## src/rtl/add_sub_pipe_if.sv

```systemverilog
// Handshake and operand/result bundle for add_sub_pipe.
// The master side produces operands and consumes results; the slave side is the adder pipe.
interface add_sub_pipe_if #(
  parameter int WIDTH = 16
);
  logic             in_valid;
  logic             in_ready;
  logic [WIDTH-1:0] a;
  logic [WIDTH-1:0] b;
  logic             sub;
  logic             sat;
  logic             out_valid;
  logic             out_ready;
  logic [WIDTH-1:0] result;
  logic             flag_n;
  logic             flag_z;
  logic             flag_v;
  logic             flag_c;

  modport master (
    output in_valid, a, b, sub, sat, out_ready,
    input  in_ready, out_valid, result, flag_n, flag_z, flag_v, flag_c
  );

  modport slave (
    input  in_valid, a, b, sub, sat, out_ready,
    output in_ready, out_valid, result, flag_n, flag_z, flag_v, flag_c
  );
endinterface

```

## src/rtl/add_sub_pipe.sv

```systemverilog
// Two-stage pipelined CLA adder/subtractor with optional signed saturation and NZVC flags.
// Stage 1 resolves the lower half through 4-bit lookahead groups; stage 2 finishes the upper half.
module add_sub_pipe #(
  parameter int WIDTH = 16
) (
  input logic          clk,
  input logic          rst,
  add_sub_pipe_if.slave bus
);
  localparam int HALF    = WIDTH / 2;
  localparam int NGROUPS = HALF / 4;

  logic [WIDTH-1:0] bEff;
  logic [HALF-1:0]  lowGen;
  logic [HALF-1:0]  lowProp;
  logic [HALF-1:0]  lowCarry;
  logic [HALF-1:0]  lowSum;
  logic [NGROUPS:0] grpCarry;

  logic s2Adv;
  logic s1Adv;
  logic s1Load;
  logic s2Load;

  logic            s1Valid_q, s1Valid_d;
  logic [HALF-1:0] lowSum_q;
  logic [HALF-1:0] aHi_q;
  logic [HALF-1:0] bHi_q;
  logic            midCarry_q;
  logic            sat_q;

  logic             outValid_q, outValid_d;
  logic [WIDTH-1:0] result_q, result_d;
  logic             flagN_q, flagN_d;
  logic             flagZ_q, flagZ_d;
  logic             flagV_q, flagV_d;
  logic             flagC_q, flagC_d;

  logic [HALF-1:0]  upperLow;
  logic             msbA;
  logic             msbB;
  logic             msbCarryIn;
  logic             msbSum;
  logic             carryOut;
  logic             overflow;
  logic [WIDTH-1:0] rawResult;

  localparam logic [WIDTH-1:0] SAT_MAX = {1'b0, {(WIDTH-1){1'b1}}};
  localparam logic [WIDTH-1:0] SAT_MIN = {1'b1, {(WIDTH-1){1'b0}}};

  assign bEff    = bus.sub ? ~bus.b : bus.b;
  assign lowGen  = bus.a[HALF-1:0] & bEff[HALF-1:0];
  assign lowProp = bus.a[HALF-1:0] ^ bEff[HALF-1:0];

  // Each group expands its internal carries and its group G | P&cin directly from the group carry-in.
  always_comb begin
    grpCarry    = '0;
    lowCarry    = '0;
    grpCarry[0] = bus.sub;
    for (int g = 0; g < NGROUPS; g++) begin
      lowCarry[4*g]   = grpCarry[g];
      lowCarry[4*g+1] = lowGen[4*g]
                      | (lowProp[4*g] & grpCarry[g]);
      lowCarry[4*g+2] = lowGen[4*g+1]
                      | (lowProp[4*g+1] & lowGen[4*g])
                      | ((&lowProp[4*g +: 2]) & grpCarry[g]);
      lowCarry[4*g+3] = lowGen[4*g+2]
                      | (lowProp[4*g+2] & lowGen[4*g+1])
                      | ((&lowProp[4*g+1 +: 2]) & lowGen[4*g])
                      | ((&lowProp[4*g +: 3]) & grpCarry[g]);
      grpCarry[g+1]   = lowGen[4*g+3]
                      | (lowProp[4*g+3] & lowGen[4*g+2])
                      | ((&lowProp[4*g+2 +: 2]) & lowGen[4*g+1])
                      | ((&lowProp[4*g+1 +: 3]) & lowGen[4*g])
                      | ((&lowProp[4*g +: 4]) & grpCarry[g]);
    end
  end

  assign lowSum = lowProp ^ lowCarry;

  // The MSB is split off so its carry-in is visible for the overflow test.
  assign upperLow   = {1'b0, aHi_q[HALF-2:0]} + {1'b0, bHi_q[HALF-2:0]}
                    + {{(HALF-1){1'b0}}, midCarry_q};
  assign msbA       = aHi_q[HALF-1];
  assign msbB       = bHi_q[HALF-1];
  assign msbCarryIn = upperLow[HALF-1];
  assign msbSum     = msbA ^ msbB ^ msbCarryIn;
  assign carryOut   = (msbA & msbB) | (msbCarryIn & (msbA ^ msbB));
  assign overflow   = msbCarryIn ^ carryOut;
  assign rawResult  = {msbSum, upperLow[HALF-2:0], lowSum_q};

  always_comb begin
    result_d = rawResult;
    if (sat_q && overflow) begin
      result_d = msbA ? SAT_MIN : SAT_MAX;
    end
    flagN_d = result_d[WIDTH-1];
    flagZ_d = (result_d == '0);
    flagV_d = overflow;
    flagC_d = carryOut;
  end

  assign s2Adv      = !outValid_q || bus.out_ready;
  assign s1Adv      = !s1Valid_q || s2Adv;
  assign s1Load     = bus.in_valid && s1Adv;
  assign s2Load     = s1Valid_q && s2Adv;
  assign s1Valid_d  = s1Adv ? s1Load : s1Valid_q;
  assign outValid_d = s2Adv ? s1Valid_q : outValid_q;

  always_ff @(posedge clk or posedge rst) begin
    if (rst) begin
      s1Valid_q  <= 1'b0;
      lowSum_q   <= '0;
      aHi_q      <= '0;
      bHi_q      <= '0;
      midCarry_q <= 1'b0;
      sat_q      <= 1'b0;
    end else begin
      s1Valid_q <= s1Valid_d;
      if (s1Load) begin
        lowSum_q   <= lowSum;
        midCarry_q <= grpCarry[NGROUPS];
        aHi_q      <= bus.a[WIDTH-1:HALF];
        bHi_q      <= bEff[WIDTH-1:HALF];
        sat_q      <= bus.sat;
      end
    end
  end

  always_ff @(posedge clk or posedge rst) begin
    if (rst) begin
      outValid_q <= 1'b0;
      result_q   <= '0;
      flagN_q    <= 1'b0;
      flagZ_q    <= 1'b0;
      flagV_q    <= 1'b0;
      flagC_q    <= 1'b0;
    end else begin
      outValid_q <= outValid_d;
      if (s2Load) begin
        result_q <= result_d;
        flagN_q  <= flagN_d;
        flagZ_q  <= flagZ_d;
        flagV_q  <= flagV_d;
        flagC_q  <= flagC_d;
      end
    end
  end

  assign bus.in_ready  = s1Adv;
  assign bus.out_valid = outValid_q;
  assign bus.result    = result_q;
  assign bus.flag_n    = flagN_q;
  assign bus.flag_z    = flagZ_q;
  assign bus.flag_v    = flagV_q;
  assign bus.flag_c    = flagC_q;
endmodule

```

## src/flat_wrapper.sv

```systemverilog
// flat-port wrapper written by rule: the top's interface ports become plain ports
module add_sub_pipe_flat 
#(
  parameter int WIDTH = 16
)
  (clk, rst, bus_in_valid, bus_a, bus_b, bus_sub, bus_sat, bus_out_ready, bus_in_ready, bus_out_valid, bus_result, bus_flag_n, bus_flag_z, bus_flag_v, bus_flag_c);
  add_sub_pipe_if #(.WIDTH(WIDTH)) bus_i ();
  input logic clk;
  input logic rst;
  input wire logic [$bits(bus_i.in_valid)-1:0] bus_in_valid;
  input wire logic [$bits(bus_i.a)-1:0] bus_a;
  input wire logic [$bits(bus_i.b)-1:0] bus_b;
  input wire logic [$bits(bus_i.sub)-1:0] bus_sub;
  input wire logic [$bits(bus_i.sat)-1:0] bus_sat;
  input wire logic [$bits(bus_i.out_ready)-1:0] bus_out_ready;
  output wire logic [$bits(bus_i.in_ready)-1:0] bus_in_ready;
  output wire logic [$bits(bus_i.out_valid)-1:0] bus_out_valid;
  output wire logic [$bits(bus_i.result)-1:0] bus_result;
  output wire logic [$bits(bus_i.flag_n)-1:0] bus_flag_n;
  output wire logic [$bits(bus_i.flag_z)-1:0] bus_flag_z;
  output wire logic [$bits(bus_i.flag_v)-1:0] bus_flag_v;
  output wire logic [$bits(bus_i.flag_c)-1:0] bus_flag_c;
  assign bus_i.in_valid = bus_in_valid;
  assign bus_i.a = bus_a;
  assign bus_i.b = bus_b;
  assign bus_i.sub = bus_sub;
  assign bus_i.sat = bus_sat;
  assign bus_i.out_ready = bus_out_ready;
  assign bus_in_ready = bus_i.in_ready;
  assign bus_out_valid = bus_i.out_valid;
  assign bus_result = bus_i.result;
  assign bus_flag_n = bus_i.flag_n;
  assign bus_flag_z = bus_i.flag_z;
  assign bus_flag_v = bus_i.flag_v;
  assign bus_flag_c = bus_i.flag_c;
  add_sub_pipe #(.WIDTH(WIDTH)) u_core (.clk(clk), .rst(rst), .bus(bus_i));
endmodule
```

## config.mk

```make
export PLATFORM = sky130hd
export DESIGN_NAME = add_sub_pipe_flat
export DESIGN_NICKNAME = d
export VERILOG_FILES = /design/src/rtl/add_sub_pipe_if.sv /design/src/rtl/add_sub_pipe.sv /design/src/flat_wrapper.sv
export SDC_FILE = /design/constraint.sdc
export NUM_CORES = 1
export LEC_CHECK = 0
export CAP_MARGIN = 20
export CELL_PAD_IN_SITES_DETAIL_PLACEMENT = 1
export CELL_PAD_IN_SITES_GLOBAL_PLACEMENT = 2
export CORE_ASPECT_RATIO = 0.7
export CORE_MARGIN = 2
export CORE_UTILIZATION = 31
export CTS_BUF_LIST = sky130_fd_sc_hd__clkbuf_16
export DETAILED_ROUTE_END_ITERATION = 6
export PLACE_DENSITY_LB_ADDON = 0.3
export SLEW_MARGIN = 20
export SYNTH_ARGS = -nofsm -noshare
export SYNTH_HDL_FRONTEND = slang
export SYNTH_SLANG_ARGS = --single-unit
export TNS_END_PERCENT = 100
```

## constraint.sdc

```tcl
create_clock -name clk -period 4 [get_ports clk]
set_input_delay 0.6 -clock clk [delete_from_list [all_inputs] [get_ports clk]]
set_output_delay 0.6 -clock clk [all_outputs]
set_load 0.005 [all_outputs]
```

==> results.py, run 1 <==
metrics = {
    "outcome": {
        "status": "complete, no violations",
    },
    "floorplan": {
        "dieWidth_um": 117,
        "pin_count": 60,
        "fp.dieH_um": 83.1,
        "fp.coreArea_um2": 8550,
        "start_util_pct": 32.4,
        "rows": 28,
        "die_area_um2": 9710,
    },
    "layout": {
        "final_nets": 394,
        "drive_gt1_share_pct": 8.28,
        "utilization_pct": 42.6,
        "n_antenna_cell": 0,
        "layout_commonest_cell": "clkdlybuf4s50_1",
        "layout_common_cells": "59 x clkdlybuf4s50_1, 47 x dfrtp_1, 23 x a21oi_1, 23 x nor2_1, 21 x nand2_1",
        "area_growth_pct": 31.6,
    },
    "synthesis": {
        "yosys_warnings": 0,
        "synth_area_um2": 2770,
        "synth_top_area_share_pct": 42.5,
        "synth_seq_cells": 47,
        "synth.avg_cell_area_um2": 9.85,
        "synth_largest_area_cell": "dfrtp_1",
        "yosysUniqueCellTypes": 52,
        "synth_area_leaders": "dfrtp_1 42%, ha_1 6.3%, a21oi_1 4.2%",
        "synth_cells": 281,
        "yosysSeqAreaShare_pct": 42.5,
        "syn_nets": 337,
        "synthFlopType": "dfrtp_1",
        "synth_edf_count": 0,
        "async_flop_share_pct": 100,
    },
    "sta": {
        "finClkSkew_ns": 0.00579,
        "fmax_mhz": 295,
        "maxSlewViolCount": 0,
        "period_minus_slack_ns": 3.39,
        "fin_setup_tns_ns": 0,
        "max_slew.worst_pin.slew_ns": 0.898,
        "rsz0062_at_grt": "false",
        "hold_ws_ns": 0.485,
        "finalCritPeriodShare_pct": 84.7,
        "relSlewSlack_pct": 40.0,
        "hold_viol": 0,
        "finalSetupViolCount": 0,
        "worst_slack_ns": 0.614,
    },
    "global_route": {
        "grt_pass1_vias": 2199,
        "antenna_found_initial": 0,
        "grt_pass1_wl_um": 11700,
        "grt_usage_pct": 15.5,
        "grt_overflow": 0,
        "grt_max_degree": 48,
    },
    "clock_tree": {
        "htree_levels": 2,
        "clock_latency_ns": 0.29,
        "cts.repair.resized": 0,
        "post_cts_buffers": 0,
        "cts_hold_buffers": 0,
        "clockBufferDepth": 2,
        "cts_tree": "built",
        "clock-sinks": 47,
        "cts_buffers": 5,
        "cts-root-buf": "clkbuf_16",
        "clk_pin_slew_ns": 0.06,
    },
    "drt": {
        "final_antenna_net_count": 0,
        "drtPass1Iterations": 4,
        "drc": 0,
        "dr.first_iter.drc_count": 95,
        "wl_per_cell_um": 14.9,
        "totalWireLength_um": 6830,
        "via_per_inst": 4.82,
        "via_count": 2206,
    },
    "power": {
        "power_density_nw_per_um2": 537,
        "ir_worst_vdd_mv": 0.173,
        "p_leak_nw": 1.52,
        "power.total_mw": 1.96,
    },
    "setup_path": {
        "end_kind": "flip-flop",
        "r2r_setup_slack_ns": 0.61,
        "rr_endpoint": "u_core.bus.result[9]",
        "reg2reg_depth": 8,
        "rr_startpoint": "u_core.bHi_q[6]",
        "crit_arrival_ns": 3.58,
        "worst_ep_required_time_ns": 4.19,
        "crit_fanout": 17,
        "crit_path_start_kind": "flip-flop",
        "critPathKind": "flip-flop to flip-flop",
    },
    "min_path": {
        "min_to": "u_core.bus.flag_v",
        "min_from": "u_core.bus.flag_v",
        "hold_path.class": "flip-flop to flip-flop",
        "hold_depth": 2,
    },
    "placed_design": {
        "place.gp.congestion": 0.743,
        "port_buffers": 59,
        "pre_cts_ws_ns": 0.623,
        "dp_hpwl_um": 5420,
    },
    "job": {
        "drv_cap": 0,
    },
}
## cells in the mapped netlist (5+ instances only)
master,n
nand2_1,21
ha_1,14
inv_1,12
xnor2_1,12
nor3b_1,6
nand2b_1,5
buf_2,6
nor2_1,23
a21oi_1,23
nand3_1,17
o21ai_0,17
mux2_2,9
xor2_1,12
dfrtp_1,47
clkbuf_1,7
## layer usage
layer	GRT usage [%]	vias to the layer above	wire length (um)
li1	-	1110	-
met1	24.8	1038	3750
met2	20.5	52	2690
met3	3.58	6	319
met4	3.85	0	67
met5	0	-	0
## worst max-delay path by stage
stage,to,slack [ns],startpoint,cells after the start
finish,u_core.bus.result[9],0.61,u_core.bHi_q[6],8
global route,u_core.bus.result[9],0.37,u_core.bHi_q[6],8
CTS,u_core.bus.result[9],0.60,u_core.bHi_q[6],8
detailed placement,u_core.bus.result[9],0.62,u_core.bHi_q[6],8
global placement,u_core.lowSum_q[4],0.74,bus_sub,9
floorplan,u_core.bus.flag_z,1.08,u_core.bHi_q[5],9
## stage by stage
step | area [um2] | cells
CTS | 3630 | 457
floorplan | 2770 | 281
global route | 3640 | 458
finish | 3640 | 458
detailed placement | 3470 | 450
global placement | 3470 | 450
## cell families (layout without fill, tap and decap cells)
group | count (synthesis) | count (layout) | share of synthesized area (%)
adders and majority gates | 18 | 18 | 9.22
xor gates and xnor gates | 24 | 24 | 7.59
muxes | 10 | 10 | 4.02
and+or+nand+nor | 89 | 89 | 16.3
DFF | 47 | 47 | 42.5
buffers and inverters | 26 | 83 | 3.93
AOI/OAI and AO/OA | 67 | 67 | 16.5
## worst max-delay path, cell delays in order (launching register included)
cell and delay [ns]:
dfrtp_1 0.38, ha_1 0.41, nand2_1 0.12, nor4_2 0.40, nor2_1 0.17, fa_1 0.49
or4b_1 0.82, a211o_1 0.40, o311ai_1 0.09
## flip-flops by register name, summed over array words and instances (netlist names)
| name | count |
|---|---|
| u_core.bus.flag_n | 1 |
| u_core.s1Valid_q | 1 |
| u_core.bus.flag_z | 1 |
| u_core.bus.out_valid | 1 |
| u_core.bHi_q | 8 |
| u_core.bus.flag_c | 1 |
| u_core.lowSum_q | 8 |
| u_core.bus.result | 15 |
| u_core.bus.flag_v | 1 |
| u_core.aHi_q | 8 |
| u_core.sat_q | 1 |
| u_core.midCarry_q | 1 |
## cell type report
type,instances,area [um2]
clock buffer,5,125
multi-input combinational,208,1480
timing repair buffer,64,628
clock inverter,2,33.8
tap,120,150
sequential,47,1180
fill,999,4910
inverter,12,46.3
## power by group
part / switching (mW) / leakage, nW / internal (mW)
Clock: 0.169 / 0.0811 / 0.289
Sequential: 0.0935 / 0.553 / 0.609
Combinational: 0.386 / 0.882 / 0.411
No activity file was read; power rests on OpenSTA's default activity.
==> inputs of run 2 (changes only) <==
Clock period 4 ns to 3.3 ns, I/O delays scaled along.
==> results.py, run 2 (synthesis gave the netlist of run 1 again) <==
metrics = {
    "outcome": {
        "status": "complete, no violations",
    },
    "clock_tree": {
        "clock_latency_ns": 0.29,
        "post_cts_buffers": 0,
        "cts_buffers": 5,
        "clock-sinks": 47,
        "htree_levels": 2,
        "clockBufferDepth": 2,
        "cts_tree": "built",
        "clk_pin_slew_ns": 0.07,
        "cts-root-buf": "clkbuf_16",
    },
    "power": {
        "clock_power_share_pct": 23.4,
        "power_density_nw_per_um2": 654,
        "p_int_mw": 1.60,
        "power.total_mw": 2.41,
        "power_switching_uw": 805,
        "power_frac_seq_pct": 35.3,
        "ir_worst_vdd_mv": 0.224,
        "combPwrFrac_pct": 41.2,
        "p_leak_nw": 1.52,
        "switching_share_pct": 33.5,
    },
    "placed_design": {
        "place.gp.congestion": 0.801,
        "pre_cts_ws_ns": 0.0709,
        "port_buffers": 59,
        "dp_hpwl_um": 5390,
        "numPlacedInstances": 452,
    },
    "layout": {
        "stdcell_count": 460,
        "layout_commonest_cell": "clkdlybuf4s50_1",
        "final_nets": 395,
        "n_antenna_cell": 0,
        "area_growth_pct": 32.9,
        "layout_common_cells": "59 x clkdlybuf4s50_1, 47 x dfrtp_1, 23 x a21oi_1",
        "largest_register_ffs": 15,
        "fillers": 1015,
        "drive_gt1_share_pct": 9.41,
    },
    "sta": {
        "fin_setup_tns_ns": 0,
        "hold_viol": 0,
        "max_slew.worst_pin.slew_ns": 0.828,
        "worst_slack_ns": 0.146,
        "finalCritPeriodShare_pct": 95.6,
        "relSlewSlack_pct": 44.8,
        "rsz0062_at_grt": "false",
        "fmax_mhz": 317,
        "maxSlewViolCount": 0,
        "period_minus_slack_ns": 3.15,
        "finalSetupViolCount": 0,
        "finClkSkew_ns": 0.00596,
    },
    "drt": {
        "wl_per_cell_um": 15.0,
        "via_count": 2198,
        "drtPass1Iterations": 4,
        "final_antenna_net_count": 0,
        "drc": 0,
        "dr.first_iter.drc_count": 101,
        "totalWireLength_um": 6890,
        "via_per_inst": 4.78,
    },
    "global_route": {
        "grt_pass1_wl_um": 11500,
        "grt_overflow": 0,
        "antenna_found_initial": 0,
        "grt_pass1_vias": 2237,
        "grt_usage_pct": 15.0,
        "grt_max_degree": 48,
    },
    "floorplan": {
        "fp.coreArea_um2": 8550,
        "rows": 28,
        "start_util_pct": 32.4,
        "pin_count": 60,
        "fp.dieH_um": 83.1,
        "dieWidth_um": 117,
        "die_area_um2": 9710,
    },
    "setup_path": {
        "critPathMaxStageDelay_ns": 0.53,
        "path_cells": "ha_1 > inv_1 > nor4_4 > nor2_2 > fa_1 > nand4_1 > a2111oi_2 > or4b_1 > o31ai_2",
        "crit_path_start_kind": "flip-flop",
        "slowest_stage": "fa_1",
        "crit_arrival_ns": 3.36,
        "critPathKind": "flip-flop to flip-flop",
        "worst_ep_required_time_ns": 3.50,
        "crit_family": "simple AND/OR/NAND/NOR gates",
        "crit_fanout": 5,
        "worst-path-buf-inv": 1,
        "end_kind": "flip-flop",
    },
    "job": {
        "drv_cap": 0,
    },
    "min_path": {
        "hold_path.class": "flip-flop to flip-flop",
    },
}
==> run 2: cell count changes in the layout (fill, tap and decap cells not counted), sizes merged <==
cell,delta
buf,+2
clkbuf,-1
inv,-1
clkinv,+2
==> run 2: layer usage <==
metal,GRT usage [%],routed length (um)
met1,23.9,3860
met2,20.5,2690
met3,2.99,263
met4,3.85,76
met5,0,0
==> run 2: cell type report <==
cell class / count / area (um2) / share of cell area [%]
flip-flops and latches: 47 / 1180 / 32.0
clock buffers: 5 / 125 / 3.40
clock inverters: 3 / 38.8 / 1.05
repair buffers: 65 / 636 / 17.3
well taps: 120 / 150 / 4.08
inverters: 12 / 46.3 / 1.26
multi-input cells: 208 / 1510 / 41.0
==> run 2: tightest hold or removal path, cell delays in order, from the launching register on <==
cell and delay (ns):
dfrtp_1 0.34, nand2_1 0.05, o21ai_0 0.06
==> run 2: what timing repair did <==
action / in CTS / in global routing
hold buffers: 0 / 0
setup endpoints to repair: 0 / 10
resized for setup: 0 / 3
==> run 2: worst paths after layout <==
path,start,endpoint,slack [ns],cells after the start
hold / removal,u_core.bHi_q[6],u_core.bHi_q[6],0.49,2
max in group asynchronous,rst,u_core.aHi_q[6],2.13,2
setup reg to reg,u_core.aHi_q[4],u_core.bus.flag_z,0.15,9
min in group asynchronous,rst,u_core.aHi_q[4],0.66,2
hold reg to reg,u_core.bHi_q[6],u_core.bHi_q[6],0.49,2
setup / recovery,u_core.aHi_q[4],u_core.bus.flag_z,0.15,9
==> run 2: per-stage QoR <==
| stage | hold WS [ns] | utilization [%] | area (um2) |
|---|---|---|---|
| 6_report | 0.488 | 43.0 | 3680 |
| 5_1_grt | 0.530 | 43.0 | 3680 |
| 4_1_cts | 0.493 | 42.7 | 3650 |
| 3_5_place_dp | 0.479 | 40.8 | 3490 |
| 3_3_place_gp | 0.463 | 40.8 | 3490 |
| 2_1_floorplan | 0.456 | - | 2770 |
==> run 2: power groups by stage <==
stage	clock network [mW]	registers, mW	logic, mW
2_1_floorplan	0	0.842	0.556
3_3_place_gp	0	0.856	0.967
3_5_place_dp	0	0.862	0.982
4_1_cts	0.578	0.852	0.987
5_1_grt	0.602	0.873	1.12
6_report	0.563	0.850	0.992
